===== src/rtl/tuser_out_arb_if.sv =====
// Bus bundle for tuser_out_arb: two AXIS+tuple requesters in, one shared AXIS+tuple port out.
interface tuser_out_arb_if #(
   parameter int unsigned DATA_W  = 256,
   parameter int unsigned KEEP_W  = 32,
   parameter int unsigned TUPLE_W = 128
);
   logic                s0_avalid;
   logic                s0_aready;
   logic [DATA_W-1:0]   s0_adata;
   logic [KEEP_W-1:0]   s0_akeep;
   logic                s0_atlast;
   logic                s0_valid;
   logic [TUPLE_W-1:0]  s0_data;

   logic                s1_avalid;
   logic                s1_aready;
   logic [DATA_W-1:0]   s1_adata;
   logic [KEEP_W-1:0]   s1_akeep;
   logic                s1_atlast;
   logic                s1_valid;
   logic [TUPLE_W-1:0]  s1_data;

   logic                m_avalid;
   logic                m_aready;
   logic [DATA_W-1:0]   m_adata;
   logic [KEEP_W-1:0]   m_akeep;
   logic                m_atlast;
   logic                m_valid;
   logic [TUPLE_W-1:0]  m_data;

   // Arbiter side
   modport slave (
      input  s0_avalid, s0_adata, s0_akeep, s0_atlast, s0_valid, s0_data,
      output s0_aready,
      input  s1_avalid, s1_adata, s1_akeep, s1_atlast, s1_valid, s1_data,
      output s1_aready,
      output m_avalid, m_adata, m_akeep, m_atlast, m_valid, m_data,
      input  m_aready
   );

   // Environment side (requesters + downstream consumer)
   modport master (
      output s0_avalid, s0_adata, s0_akeep, s0_atlast, s0_valid, s0_data,
      input  s0_aready,
      output s1_avalid, s1_adata, s1_akeep, s1_atlast, s1_valid, s1_data,
      input  s1_aready,
      input  m_avalid, m_adata, m_akeep, m_atlast, m_valid, m_data,
      output m_aready
   );
endinterface


===== src/rtl/tuser_out_arb.sv =====
// Two-source packet arbiter: round-robin per packet, one-cycle tuple pulse, then
// unmodified beat passthrough from the granted source up to and including tlast.
module tuser_out_arb #(
   parameter int unsigned DATA_W  = 256,
   parameter int unsigned KEEP_W  = 32,
   parameter int unsigned TUPLE_W = 128,
   parameter int unsigned CNT_W   = 16
) (
   input  logic               tarb_aclk,
   input  logic               tarb_arst,
   tuser_out_arb_if.slave     bus,
   output logic [2:0]         dbg_state,
   output logic               dbg_grant,
   output logic [CNT_W-1:0]   dbg_pkt_cnt0,
   output logic [CNT_W-1:0]   dbg_pkt_cnt1
);

   typedef enum logic [2:0] {
      ST_IDLE  = 3'b001,
      ST_TUPLE = 3'b010,
      ST_DATA  = 3'b100
   } state_e;

   state_e              state_q, state_d;
   logic                grant_q, grant_d;
   logic                rr_q, rr_d;
   logic [TUPLE_W-1:0]  tuple_q, tuple_d;
   logic [CNT_W-1:0]    cnt0_q, cnt0_d;
   logic [CNT_W-1:0]    cnt1_q, cnt1_d;

   logic                sel_avalid, sel_atlast;
   logic [DATA_W-1:0]   sel_adata;
   logic [KEEP_W-1:0]   sel_akeep;

   logic                m_avalid_c, m_atlast_c, m_valid_c;
   logic [DATA_W-1:0]   m_adata_c;
   logic [KEEP_W-1:0]   m_akeep_c;
   logic                s0_aready_c, s1_aready_c;

   // Beat mux for the currently granted source
   always_comb begin
      sel_avalid = grant_q ? bus.s1_avalid : bus.s0_avalid;
      sel_adata  = grant_q ? bus.s1_adata  : bus.s0_adata;
      sel_akeep  = grant_q ? bus.s1_akeep  : bus.s0_akeep;
      sel_atlast = grant_q ? bus.s1_atlast : bus.s0_atlast;
   end

   always_ff @(posedge tarb_aclk or negedge tarb_arst) begin
      if (!tarb_arst) begin
         state_q <= ST_IDLE;
         grant_q <= 1'b0;
         rr_q    <= 1'b0;
         tuple_q <= '0;
         cnt0_q  <= '0;
         cnt1_q  <= '0;
      end else begin
         state_q <= state_d;
         grant_q <= grant_d;
         rr_q    <= rr_d;
         tuple_q <= tuple_d;
         cnt0_q  <= cnt0_d;
         cnt1_q  <= cnt1_d;
      end
   end

   always_comb begin
      state_d     = state_q;
      grant_d     = grant_q;
      rr_d        = rr_q;
      tuple_d     = tuple_q;
      cnt0_d      = cnt0_q;
      cnt1_d      = cnt1_q;
      m_avalid_c  = 1'b0;
      m_adata_c   = '0;
      m_akeep_c   = '0;
      m_atlast_c  = 1'b0;
      m_valid_c   = 1'b0;
      s0_aready_c = 1'b0;
      s1_aready_c = 1'b0;

      unique case (state_q)
         ST_IDLE: begin
            // Contention resolved by rr pointer; a lone requester wins outright
            if (bus.s0_valid || bus.s1_valid) begin
               grant_d = (bus.s0_valid && bus.s1_valid) ? rr_q : bus.s1_valid;
               tuple_d = grant_d ? bus.s1_data : bus.s0_data;
               state_d = ST_TUPLE;
            end
         end
         ST_TUPLE: begin
            m_valid_c = 1'b1;
            state_d   = ST_DATA;
         end
         ST_DATA: begin
            m_avalid_c  = sel_avalid;
            m_adata_c   = sel_adata;
            m_akeep_c   = sel_akeep;
            m_atlast_c  = sel_atlast;
            s0_aready_c = ~grant_q & bus.m_aready;
            s1_aready_c =  grant_q & bus.m_aready;
            if (sel_avalid && bus.m_aready && sel_atlast) begin
               state_d = ST_IDLE;
               rr_d    = ~grant_q;
               if (grant_q) cnt1_d = cnt1_q + CNT_W'(1);
               else         cnt0_d = cnt0_q + CNT_W'(1);
            end
         end
         default: state_d = ST_IDLE;
      endcase
   end

   assign bus.m_avalid  = m_avalid_c;
   assign bus.m_adata   = m_adata_c;
   assign bus.m_akeep   = m_akeep_c;
   assign bus.m_atlast  = m_atlast_c;
   assign bus.m_valid   = m_valid_c;
   assign bus.m_data    = tuple_q;
   assign bus.s0_aready = s0_aready_c;
   assign bus.s1_aready = s1_aready_c;

   assign dbg_state    = state_q;
   assign dbg_grant    = grant_q;
   assign dbg_pkt_cnt0 = cnt0_q;
   assign dbg_pkt_cnt1 = cnt1_q;

endmodule


===== src/flat_wrapper.sv =====
// flat-port wrapper written by rule: the top's interface ports become plain ports
module tuser_out_arb_flat 
#(
   parameter int unsigned DATA_W  = 256,
   parameter int unsigned KEEP_W  = 32,
   parameter int unsigned TUPLE_W = 128,
   parameter int unsigned CNT_W   = 16
)
  (tarb_aclk, tarb_arst, dbg_state, dbg_grant, dbg_pkt_cnt0, dbg_pkt_cnt1, bus_s0_avalid, bus_s0_adata, bus_s0_akeep, bus_s0_atlast, bus_s0_valid, bus_s0_data, bus_s0_aready, bus_s1_avalid, bus_s1_adata, bus_s1_akeep, bus_s1_atlast, bus_s1_valid, bus_s1_data, bus_s1_aready, bus_m_avalid, bus_m_adata, bus_m_akeep, bus_m_atlast, bus_m_valid, bus_m_data, bus_m_aready);
  tuser_out_arb_if #(.DATA_W(DATA_W), .KEEP_W(KEEP_W), .TUPLE_W(TUPLE_W)) bus_i ();
  input  logic tarb_aclk;
  input  logic tarb_arst;
  output logic [2:0] dbg_state;
  output logic dbg_grant;
  output logic [CNT_W-1:0] dbg_pkt_cnt0;
  output logic [CNT_W-1:0] dbg_pkt_cnt1;
  input wire logic [$bits(bus_i.s0_avalid)-1:0] bus_s0_avalid;
  input wire logic [$bits(bus_i.s0_adata)-1:0] bus_s0_adata;
  input wire logic [$bits(bus_i.s0_akeep)-1:0] bus_s0_akeep;
  input wire logic [$bits(bus_i.s0_atlast)-1:0] bus_s0_atlast;
  input wire logic [$bits(bus_i.s0_valid)-1:0] bus_s0_valid;
  input wire logic [$bits(bus_i.s0_data)-1:0] bus_s0_data;
  output wire logic [$bits(bus_i.s0_aready)-1:0] bus_s0_aready;
  input wire logic [$bits(bus_i.s1_avalid)-1:0] bus_s1_avalid;
  input wire logic [$bits(bus_i.s1_adata)-1:0] bus_s1_adata;
  input wire logic [$bits(bus_i.s1_akeep)-1:0] bus_s1_akeep;
  input wire logic [$bits(bus_i.s1_atlast)-1:0] bus_s1_atlast;
  input wire logic [$bits(bus_i.s1_valid)-1:0] bus_s1_valid;
  input wire logic [$bits(bus_i.s1_data)-1:0] bus_s1_data;
  output wire logic [$bits(bus_i.s1_aready)-1:0] bus_s1_aready;
  output wire logic [$bits(bus_i.m_avalid)-1:0] bus_m_avalid;
  output wire logic [$bits(bus_i.m_adata)-1:0] bus_m_adata;
  output wire logic [$bits(bus_i.m_akeep)-1:0] bus_m_akeep;
  output wire logic [$bits(bus_i.m_atlast)-1:0] bus_m_atlast;
  output wire logic [$bits(bus_i.m_valid)-1:0] bus_m_valid;
  output wire logic [$bits(bus_i.m_data)-1:0] bus_m_data;
  input wire logic [$bits(bus_i.m_aready)-1:0] bus_m_aready;
  assign bus_i.s0_avalid = bus_s0_avalid;
  assign bus_i.s0_adata = bus_s0_adata;
  assign bus_i.s0_akeep = bus_s0_akeep;
  assign bus_i.s0_atlast = bus_s0_atlast;
  assign bus_i.s0_valid = bus_s0_valid;
  assign bus_i.s0_data = bus_s0_data;
  assign bus_s0_aready = bus_i.s0_aready;
  assign bus_i.s1_avalid = bus_s1_avalid;
  assign bus_i.s1_adata = bus_s1_adata;
  assign bus_i.s1_akeep = bus_s1_akeep;
  assign bus_i.s1_atlast = bus_s1_atlast;
  assign bus_i.s1_valid = bus_s1_valid;
  assign bus_i.s1_data = bus_s1_data;
  assign bus_s1_aready = bus_i.s1_aready;
  assign bus_m_avalid = bus_i.m_avalid;
  assign bus_m_adata = bus_i.m_adata;
  assign bus_m_akeep = bus_i.m_akeep;
  assign bus_m_atlast = bus_i.m_atlast;
  assign bus_m_valid = bus_i.m_valid;
  assign bus_m_data = bus_i.m_data;
  assign bus_i.m_aready = bus_m_aready;
  tuser_out_arb #(.DATA_W(DATA_W), .KEEP_W(KEEP_W), .TUPLE_W(TUPLE_W), .CNT_W(CNT_W)) u_core (.tarb_aclk(tarb_aclk), .tarb_arst(tarb_arst), .bus(bus_i), .dbg_state(dbg_state), .dbg_grant(dbg_grant), .dbg_pkt_cnt0(dbg_pkt_cnt0), .dbg_pkt_cnt1(dbg_pkt_cnt1));
endmodule

===== config.mk =====
export PLATFORM = sky130hd
export DESIGN_NAME = tuser_out_arb_flat
export DESIGN_NICKNAME = d
export VERILOG_FILES = /design/src/rtl/tuser_out_arb_if.sv /design/src/rtl/tuser_out_arb.sv /design/src/flat_wrapper.sv
export SDC_FILE = /design/constraint.sdc
export NUM_CORES = 1
export LEC_CHECK = 0
export BUFFER_PORTS_ARGS = -buffer_cell sky130_fd_sc_hd__buf_4
export CAP_MARGIN = 40
export CELL_PAD_IN_SITES_DETAIL_PLACEMENT = 0
export CELL_PAD_IN_SITES_GLOBAL_PLACEMENT = 1
export CORE_AREA = 5 5 507 509
export DETAILED_ROUTE_END_ITERATION = 12
export DIE_AREA = 0 0 512 514
export GPL_ROUTABILITY_DRIVEN = 0
export PLACE_DENSITY = 0.36
export SYNTH_ARGS = -nofsm -noshare
export SYNTH_HDL_FRONTEND = slang
export SYNTH_SLANG_ARGS = --single-unit

===== constraint.sdc =====
create_clock -name tarb_aclk -period 3.75 [get_ports tarb_aclk]
set_input_delay 0.5625 -clock tarb_aclk [delete_from_list [all_inputs] [get_ports tarb_aclk]]
set_output_delay 0.5625 -clock tarb_aclk [all_outputs]
set_load 0.1 [all_outputs]

==> impl_summary.log, run 1 <==
INFO  metric finalHoldViolCount = 0
INFO  metric clock_insertion_delay_worst_skew = 0.53 ns
INFO  metric post-route-cell-area = 25600 sq um
INFO  metric post_layout_nonfiller_instances = 5730
INFO  metric timing.critical_path.buf_inv = 3
INFO  metric synth_area = 10400 sq um
INFO  metric count_of_cells_along_the_worst_register_to_register_path = 6
INFO  metric p_int = 6560 uW
INFO  metric share_of_layout_cells_above_drive_strength_1 = 59.7%
INFO  metric place.port_buffers = 1297
INFO  metric cts_inserted_buffers = 17
INFO  metric end_kind = primary output
INFO  metric syn_avg_cell_area = 9.73 sq um
INFO  metric grt_pass1_wl = 223 mm
INFO  metric crit_fanout = 44
INFO  metric drt_pre_antenna_iters = 5
INFO  metric cts_num_sinks = 165
INFO  metric cap_viol_max_count = 0
INFO  metric pwr_density_cell = 728 nW/um^2
INFO  metric worstPathArrival = 2.93 ns
INFO  metric static-leakage-power = 0.0116 uW
INFO  metric power.share.switching = 64.8%
INFO  metric clock_tree_root = clkbuf_16
INFO  metric tns = 0 ns
INFO  metric worst_pin_slew = 0.847 ns
INFO  metric start_util = 4.10%
INFO  metric relSlewSlack = 43.5%
INFO  metric dp.final_hpwl = 174 mm
INFO  metric cp_class = register to primary output
INFO  metric crit_path_max_incr_delay = 0.51 ns
INFO  metric synth.yosys.seq_area_share = 39.9%
INFO  metric grt_start_max_net_pins = 118
INFO  metric run_status = completed
INFO  metric wl_per_instance = 33.1 um
INFO  metric tightest_hold_margin = 0.0725 ns
INFO  metric grtUsageTotal = 13.7%
INFO  metric grt_pass1_vias = 15.7k
INFO  metric timing.hold.worst.class = input port to asynchronous set/reset pin
INFO  metric cts_setup_buffers = 0
INFO  metric layout-area-overhead-vs-synth = 147%
INFO  metric path_cells = or3b_4, nor2_4, buf_12, buf_12, a22o_1, buf_4
INFO  metric tritoncts = yes
INFO  metric mappedNetlistNets = 1908
INFO  metric p_clk_share = 11.1%
INFO  metric rr_endpoint = u_core.dbg_pkt_cnt0[1]
INFO  metric grt_overflow_total = 0
INFO  metric cts.clk_slew.worst_paths = 0.10 ns
INFO  metric dieArea = 263000 sq um
INFO  metric fin_util = 10.1%
INFO  metric die_w = 512 um
INFO  metric number_of_primary_i_o_pins = 1298
INFO  metric dp.cells = 5658
INFO  metric period_share = 93.2%
INFO  metric count_of_nets_left_with_antenna_violations_after_detail_routing = 0
INFO  metric clk_path_buf_depth = 2
INFO  metric drcViolationCount = 0
INFO  metric ctsHoldBuffers = 0
INFO  metric rsz0062_at_grt = false
INFO  metric yosysWarnings = 0
INFO  metric synth_cell_type_count = 38
INFO  metric vias = 15.6k
INFO  metric postRouteWirelength = 190 mm
INFO  metric period_needed = 3.49 ns
INFO  metric vdd.ir_drop.worst = 0.503 mV
INFO  metric core_region_area = 253000 sq um
INFO  metric initialDrtViolationCount = 1081
INFO  metric worstReg2RegStart = u_core.dbg_state[1]
INFO  metric detailed_place.area = 24900 sq um
INFO  metric vias_per_cell = 2.73
INFO  metric worstSetupStartpointType = register
INFO  metric row_count = 185
INFO  metric final-max-slew-violation-count = 0
INFO  metric h_tree_levels = 4
INFO  metric max_freq = 286 MHz
INFO  metric logic_pwr_share = 72.8%
INFO  metric antenna_found_initial = 202
INFO  metric crit_path_most_repeated_cell = buf_12
INFO  metric power_frac_seq = 16.1%
INFO  metric setup.reg_to_reg.worst_slack = 1.33 ns
INFO  metric net-switching-power = 12100 uW
INFO  metric clock-skew-final = 0.0376 ns
INFO  metric die_h = 514 um
INFO  metric nets = 3154
INFO  metric synth.ff_latch_count = 165
INFO  metric critical_path.slowest_cell = or3b_4
INFO  metric cp_data_required_time = 3.19 ns
INFO  metric postSynthCellCount = 1065
INFO  metric cpLargestDelayFamily = buffers and inverters
INFO  metric setup_viol_count_final = 0
## power groups by stage
stage	Sequential (uW)	Combinational, uW	Clock [uW]
floorplan	8070	4400	0
global placement	3020	13800	0
detailed placement	3020	13800	0
CTS	3020	13800	2210
global route	3110	14100	2240
finish	3010	13600	2060
## repair_timing
item | in CTS | in global routing
setup endpoints to repair | 18 | 0
gates resized for setup | 4 | 0
hold endpoints to repair | 0 | 0
## cell families after synthesis
logic type / synth area share (%)
AO/OA/AOI/OAI: 30.9
AND/OR/NAND/NOR: 8.91
flip-flops: 39.9
multiplexers: 12.9
buffers and inverters: 4.65
XOR/XNOR: 2.54
adder cells (fa/ha/maj): 0.241
## layout make-up
| cell class | instances | area, sq um |
|---|---|---|
| diodes | 40 | 100 |
| clock buffers | 17 | 425 |
| clock inverters | 15 | 193 |
| fillers | 29400 | 227000 |
| inverters | 6 | 22.5 |
| multi-input cells | 784 | 5800 |
| flip-flops and latches | 165 | 4130 |
| well taps | 3366 | 4210 |
| repair buffers | 1337 | 10700 |
## flip-flops by register name, summed over array words and instances (netlist names)
name	cells
u_core.bus.m_data	128
u_core.dbg_grant	1
u_core.dbg_pkt_cnt0	16
u_core.dbg_state	3
u_core.rr_q	1
u_core.dbg_pkt_cnt1	16
## synth_stat cells, drive strengths merged
cell    count  area share [%]
nor3        6            0.29
dfstp       1            0.25
and2        3            0.18
nand4      10            0.60
xor2        7            0.59
nand2       7            0.25
xnor2      23             1.9
nor2      137             5.0
ha          2            0.24
o211a       1           0.097
and3b       1           0.085
mux2i     130              13
dfrtp     164              40
o21a        1           0.072
mux2        3            0.33
a22o      288              24
and4        5            0.42
inv         6            0.22
nand3      12            0.58
o311ai      1           0.085
a21oi     129             6.2
buf        41             1.9
o21ai       1           0.048
or3b        1           0.085
or4         1            0.11
nor4b       1            0.23
or4b        1            0.13
nor4        3            0.39
clkbuf     69             2.5
and3        7            0.42
o22ai       1           0.060
nand4b      1           0.085
nand2b      1           0.060
## placed cells by master (no fill, tap or decap), types with 5 or more instances in the layout
cell       synthesis  layout
a21oi_1          129     129
a22o_1           288     286
and3_1             7       7
and4_1             5       5
buf_12             0      52
buf_4              0    1284
clkbuf_16          0      17
dfrtp_1          164     163
diode_2            0      40
inv_1              6       6
mux2i_1          130     130
nand2_1            7       7
nand3_1           12      12
nand4_1           10      10
nor2_1           136     135
nor3_1             6       6
xnor2_1           23      23
xor2_1             7       7
## per-stage QoR
step                      setup slack (ns)  total power, uW
after CTS                           0.0810            19000
after global placement               0.487            16800
after detailed placement             0.448            16800
after global routing                0.0721            19400
final                                0.255            18600
after floorplan                     -0.353            12500
## metal layers
| layer | share of wire, % | GRT usage (%) | up-vias |
|---|---|---|---|
| met1 | 33 | 13.0 | 7392 |
| met4 | 4.6 | 4.78 | 66 |
| met3 | 10 | 6.24 | 397 |
| li1 | - | - | 6594 |
| met5 | 0.22 | 0 | - |
| met2 | 52 | 25.8 | 1184 |
## worst max path at each step
stage | cells past startpoint | from | slack, ns | endpoint
6_report | 6 | u_core.dbg_state[1] | 0.26 | bus_m_adata[190]
5_1_grt | 6 | u_core.dbg_state[1] | 0.07 | bus_m_adata[186]
4_1_cts | 6 | u_core.dbg_state[1] | 0.08 | bus_m_adata[186]
3_5_place_dp | 6 | u_core.dbg_state[1] | 0.45 | bus_m_adata[193]
3_3_place_gp | 6 | u_core.dbg_state[1] | 0.49 | bus_m_adata[193]
2_1_floorplan | 3 | u_core.dbg_state[2] | -0.35 | bus_s0_aready
(Power assumes the default switching activity.)
==> run 2: changes to the inputs <==
BUFFER_PORTS_ARGS = -buffer_cell sky130_fd_sc_hd__buf_2   (was -buffer_cell sky130_fd_sc_hd__buf_4)
==> impl_summary.log, run 2 (synthesis gave the netlist of run 1 again) <==
INFO  metric global_route.usage.met2 = 25.7%
INFO  metric grt_overflow_total = 0
INFO  metric grt_use_met3 = 5.94%
INFO  metric dieArea = 263000 sq um
INFO  metric grt_pass1_vias = 15.5k
INFO  metric timing.hold.worst.start = bus_s1_data[5]
INFO  metric cpLargestDelayFamily = buffers and inverters
INFO  metric grt_pass1_wl = 223 mm
INFO  metric core_region_area = 253000 sq um
INFO  metric nets = 3154
INFO  metric row_count = 185
INFO  metric final-max-slew-violation-count = 0
INFO  metric vias_per_cell = 2.72
INFO  metric share_of_layout_cells_above_drive_strength_1 = 59.4%
INFO  metric most_frequent_standard_cell_in_the_layout_excluding_fill_and_tap_cells = buf_2
INFO  metric setup.reg_to_reg.worst_slack = 1.10 ns
INFO  metric tritoncts = yes
INFO  metric worstPathArrival = 2.89 ns
INFO  metric tns = 0 ns
INFO  metric dp.cells = 5657
INFO  metric vdd.ir_drop.worst = 0.520 mV
INFO  metric post-route-cell-area = 26500 sq um
INFO  metric path_cells = or3b_1, nor2_4, buf_12, buf_12, buf_4, a22o_1, buf_12
INFO  metric antenna_found_initial = 261
INFO  metric post_layout_nonfiller_instances = 5846
INFO  metric max_ffs_per_register = 128
INFO  metric setup_viol_count_final = 0
INFO  metric postRouteWirelength = 189 mm
INFO  metric sequential_cell_area = 4130 sq um
INFO  metric destination_of_the_critical_timing_path = bus_m_adata[169]
INFO  metric count_of_nets_left_with_antenna_violations_after_detail_routing = 0
INFO  metric cts_inserted_buffers = 17
INFO  metric initialDrtViolationCount = 914
INFO  metric grtUsageTotal = 13.7%
INFO  metric cts.clk_slew.worst_paths = 0.11 ns
INFO  metric rsz0062_at_grt = false
INFO  metric timing.hold.worst.class = input port to register
INFO  metric global_route.usage.met1 = 13.0%
INFO  metric cts_num_sinks = 165
INFO  metric detailed_place.area = 25500 sq um
INFO  metric ctsResizeCount = 0
INFO  metric h_tree_levels = 4
INFO  metric fillCellCount = 29.3k
INFO  metric cp_data_required_time = 3.19 ns
INFO  metric max_freq = 289 MHz
INFO  metric worstSetupStartpointType = register
INFO  metric cp_class = register to primary output
INFO  metric grt_start_max_net_pins = 96
INFO  metric layout-area-overhead-vs-synth = 155%
INFO  metric crit_cells = 7
INFO  metric end_kind = primary output
INFO  metric die_h = 514 um
INFO  metric cts_setup_buffers = 0
INFO  metric clock_insertion_delay_worst_skew = 0.55 ns
INFO  metric crit_path_most_repeated_cell = buf_12
INFO  metric pwr_density_cell = 705 nW/um^2
INFO  metric grt.busiest_layer = met2
INFO  metric period_needed = 3.46 ns
INFO  metric critical_path.slowest_cell = or3b_1
INFO  metric worst_pin_slew = 0.686 ns
INFO  metric wl_per_instance = 32.4 um
INFO  metric clk_path_buf_depth = 2
INFO  metric start_util = 4.10%
INFO  metric crit_fanout = 63
INFO  metric die_w = 512 um
INFO  metric relSlewSlack = 54.6%
INFO  metric clock-skew-final = 0.0589 ns
INFO  metric setup.worst_path.start = u_core.dbg_state[1]
INFO  metric static-leakage-power = 0.0114 uW
INFO  metric most-common-layout-cells = 1008 x buf_2, 304 x buf_12, 288 x a22o_1
INFO  metric drt_pre_antenna_iters = 5
INFO  metric dp.final_hpwl = 175 mm
INFO  metric multiInputGateArea = 5800 sq um
INFO  metric timing.critical_path.buf_inv = 4
INFO  metric run_status = completed
INFO  metric worstReg2RegStart = u_core.dbg_state[1]
INFO  metric vias = 15.9k
INFO  metric cap_viol_max_count = 0
INFO  metric count_of_cells_along_the_worst_register_to_register_path = 6
INFO  metric rr_endpoint = u_core.dbg_pkt_cnt0[1]
INFO  metric period_share = 92.1%
INFO  metric drcViolationCount = 0
INFO  metric finalHoldViolCount = 0
INFO  metric place.port_buffers = 1297
INFO  metric number_of_primary_i_o_pins = 1298
INFO  metric clock_tree_root = clkbuf_16
INFO  metric crit_path_max_incr_delay = 0.58 ns
[run 2: how the worst min path moves through the flow]
stage | end | slack, ns | cells after the start
after floorplan | u_core.bus.m_data[0] | 0.27 | 0
after global placement | u_core.dbg_pkt_cnt0[15] | 0.46 | 1
after detailed placement | u_core.dbg_pkt_cnt0[15] | 0.46 | 1
after CTS | u_core.bus.m_data[27] | 0.25 | 3
after global routing | u_core.bus.m_data[110] | 0.29 | 3
final | u_core.bus.m_data[5] | 0.32 | 3
[run 2: report_power, final]
part | switching [uW] | internal, uW
logic | 10700 | 3000
registers | 423 | 2520
clock network | 986 | 1010
total | 12100 | 6520
[run 2: stage by stage]
step	hold slack, ns	power, uW	worst slack, ns	util [%]
floorplan	0.267	12500	-0.353	-
global placement	0.461	16900	0.742	10.1
detailed placement	0.463	16900	0.713	10.1
CTS	0.254	19000	0.101	10.3
global route	0.286	19400	0.0487	10.5
finish	0.317	18700	0.295	10.5
[run 2: layout make-up]
type                       instances  share of cell area [%]
antenna                          157                    1.48
sequential                       165                    15.6
clock inverter                    13                   0.558
inverter                           6                  0.0851
multi-input combinational        784                    21.9
timing repair buffer            1337                    42.8
clock buffer                      18                    1.66
tap                             3366                    15.9
[run 2: what timing repair did]
action	4_1_cts	5_1_grt
endpoints found under the hold margin	13	0
endpoints found under the setup margin	0	0
hold buffers	1	0
[run 2: layer usage]
| layer | routed length [um] | share of wire (%) | up-vias |
|---|---|---|---|
| li1 | - | - | 6718 |
| met1 | 61400 | 32 | 7389 |
| met2 | 99800 | 53 | 1261 |
| met3 | 18500 | 9.8 | 480 |
| met4 | 9080 | 4.8 | 78 |
| met5 | 542 | 0.29 | - |
[run 2: worst min-delay path: stages]
cell and delay, ns:
buf_2 0.07, mux2i_1 0.05, a21oi_1 0.13
==> run 3: changes to the inputs <==
ABC_AREA = 1   (was not set)
CORE_AREA = 5 5 497 499   (was 5 5 507 509)
DIE_AREA = 0 0 502 504   (was 0 0 512 514)
PLACE_DENSITY = 0.39   (was 0.36)
==> impl_summary.log, run 3 <==
INFO  metric synth_cell_type_count = 29
INFO  metric postSynth.topFlopCell = dfrtp_1
INFO  metric synth_largest_type_area_fraction = 34.4%
INFO  metric dp.final_hpwl = 150 mm
INFO  metric count_of_cells_along_the_worst_register_to_register_path = 8
INFO  metric setup_viol_count_final = 0
INFO  metric finalHoldViolCount = 0
INFO  metric grt_overflow_total = 0
INFO  metric timing.hold.worst.class = input port to register
INFO  metric most_frequent_standard_cell_in_the_layout_excluding_fill_and_tap_cells = buf_2
INFO  metric synth_edf_count = 0
INFO  metric end_kind = primary output
INFO  metric synth.ff_latch_count = 165
INFO  metric synthArstFlopShare = 100%
INFO  metric cp_data_required_time = 3.19 ns
INFO  metric rsz0062_at_grt = false
INFO  metric worstHoldPathCells = 3
INFO  metric tns = 0 ns
INFO  metric vias_per_cell = 3.05
INFO  metric row_count = 181
INFO  metric sequential_cell_area = 4130 sq um
INFO  metric most-common-layout-cells = 1098 x buf_2, 827 x nand2_1, 208 x buf_12
INFO  metric synth.top_cells.by_area = dfrtp_1 34%, nand2_1 26%, a21oi_1 12%
INFO  metric drt_pre_antenna_iters = 5
INFO  metric grtUsageTotal = 12.8%
INFO  metric start_util = 4.92%
INFO  metric run_status = completed
INFO  metric synth_area = 11900 sq um
INFO  metric cap_viol_max_count = 0
INFO  metric antenna_found_initial = 213
INFO  metric cp_class = register to primary output
INFO  metric static-leakage-power = 0.0118 uW
INFO  metric share_of_layout_cells_above_drive_strength_1 = 46.9%
INFO  metric die_h = 504 um
INFO  metric clock_insertion_delay_worst_skew = 0.55 ns
INFO  metric fillCellCount = 28.5k
INFO  metric cts_num_sinks = 165
INFO  metric max_ffs_per_register = 128
INFO  metric post-route-cell-area = 26400 sq um
INFO  metric die_w = 502 um
INFO  metric final-max-slew-violation-count = 0
INFO  metric layout-area-overhead-vs-synth = 121%
INFO  metric detailed_place.area = 25600 sq um
INFO  metric worst_pin_slew = 0.970 ns
INFO  metric h_tree_levels = 4
INFO  metric drcViolationCount = 0
INFO  metric cts_inserted_buffers = 17
INFO  metric worstSetupStartpointType = register
INFO  metric postRouteWirelength = 170 mm
INFO  metric syn_avg_cell_area = 6.06 sq um
INFO  metric pwr_density_cell = 795 nW/um^2
INFO  metric relSlewSlack = 35.4%
INFO  metric worstPathArrival = 2.96 ns
INFO  metric cts.clk_slew.worst_paths = 0.10 ns
INFO  metric vdd.ir_drop.worst = 0.520 mV
INFO  metric core_region_area = 242000 sq um
INFO  metric post_synth_most_frequent_cells = 827 x nand2_1, 289 x a21oi_1, 164 x dfrtp_1
INFO  metric tritoncts = yes
INFO  metric place.port_buffers = 1297
INFO  metric max_freq = 284 MHz
INFO  metric mappedNetlistNets = 2809
INFO  metric clk_path_buf_depth = 2
INFO  metric count_of_nets_left_with_antenna_violations_after_detail_routing = 0
INFO  metric clock_tree_root = clkbuf_16
INFO  metric yosysWarnings = 0
INFO  metric period_share = 94.0%
INFO  metric synth_largest_area_cell = dfrtp_1
INFO  metric clock-skew-final = 0.0260 ns
INFO  metric wl_per_instance = 26.4 um
INFO  metric period_needed = 3.53 ns
INFO  metric dieArea = 253000 sq um
INFO  metric multiInputGateArea = 7350 sq um
INFO  metric crit_fanout = 82
INFO  metric synth.yosys.seq_area_share = 34.6%
INFO  metric vias = 19.6k
INFO  metric postSynthCellCount = 1966
INFO  metric number_of_primary_i_o_pins = 1298
INFO  metric initialDrtViolationCount = 1295
INFO  metric grt_start_max_net_pins = 125
INFO  metric nets = 4020
INFO  metric synthMostInstantiatedCell = nand2_1
INFO  metric grt_pass1_vias = 19.5k
INFO  metric grt_pass1_wl = 211 mm
INFO  metric pwr_total = 21000 uW
[run 3: changes by cell type in the layout (fill, tap and decap cells not counted), sizes merged, moves of 15 or more]
cell / delta
a22o: -288
inv: +29
xnor2: -15
a21oi: +162
o21ai: +269
diode: -121
nand2: +820
mux2i: -130
nor2: +27
[run 3: what timing repair did]
action                                  CTS  global route
endpoints found under the hold margin    36             0
hold buffers                              1             0
endpoints found under the setup margin    0             2
setup buffers                             0             0
resized for setup                         0             2
[run 3: path summary, 6_finish.rpt]
kind                                         from                      to  slack [ns]
max in group asynchronous               tarb_arst  u_core.bus.m_data[107]        2.25
max reg2reg                      u_core.dbg_grant  u_core.dbg_pkt_cnt0[2]        1.27
max                           u_core.dbg_state[1]        bus_m_adata[132]        0.22
min in group asynchronous               tarb_arst   u_core.bus.m_data[36]        0.58
min reg2reg                u_core.bus.m_data[112]  u_core.bus.m_data[112]        0.49
min                               bus_s1_data[15]   u_core.bus.m_data[15]        0.27
[run 3: cell families after synthesis]
| kind of cell | count (synthesis) | share of synthesized area [%] |
|---|---|---|
| flops | 165 | 34.6 |
| simple gates | 1030 | 33.5 |
| compound gates | 562 | 23.7 |
| fa+ha+maj | 2 | 0.210 |
| xor+xnor | 13 | 0.955 |
| buf+inv | 194 | 7.03 |
[run 3: critical path: stages, from the launching register on]
cell and delay [ns]:
dfrtp_1 0.44, nor3_4 0.39, inv_8 0.25, buf_4 0.44, a21oi_1 0.40, buf_12 0.24
[run 3: where the power goes]
| part | leakage, uW | switching (uW) | total (uW) | internal [uW] |
|---|---|---|---|---|
| sequential | 0.00203 | 522 | 3070 | 2540 |
| combinational | 0.00951 | 12800 | 15700 | 2880 |
| clock | 0.000299 | 1170 | 2190 | 1030 |
[run 3: final cells by class]
cell class	instances	area share (%)
Timing Repair Buffer	1348	37.8
Antenna cell	36	0.341
Clock inverter	15	0.825
Sequential cell	165	15.7
Inverter	38	0.655
Tap cell	3202	15.2
Multi-Input combinational cell	1607	27.9
Clock buffer	17	1.61
[run 3: through the flow]
| stage | hold WS (ns) | setup slack (ns) | std cells | util, % |
|---|---|---|---|---|
| floorplan | 0.267 | -0.138 | 1966 | - |
| global placement | 0.464 | 0.729 | 6359 | 10.6 |
| detailed placement | 0.472 | 0.739 | 6359 | 10.6 |
| CTS | 0.179 | 0.0815 | 6392 | 10.9 |
| global route | 0.217 | 0.0424 | 6405 | 10.9 |
| finish | 0.275 | 0.224 | 6428 | 10.9 |
[run 3: layer usage]
| metal | up-vias | global-route usage [%] | wire, um |
|---|---|---|---|
| met5 | - | 0 | 850 |
| met4 | 130 | 2.33 | 3800 |
| met3 | 374 | 7.07 | 21100 |
| met2 | 1187 | 22.9 | 83300 |
| met1 | 9067 | 13.2 | 60900 |
| li1 | 8836 | - | - |
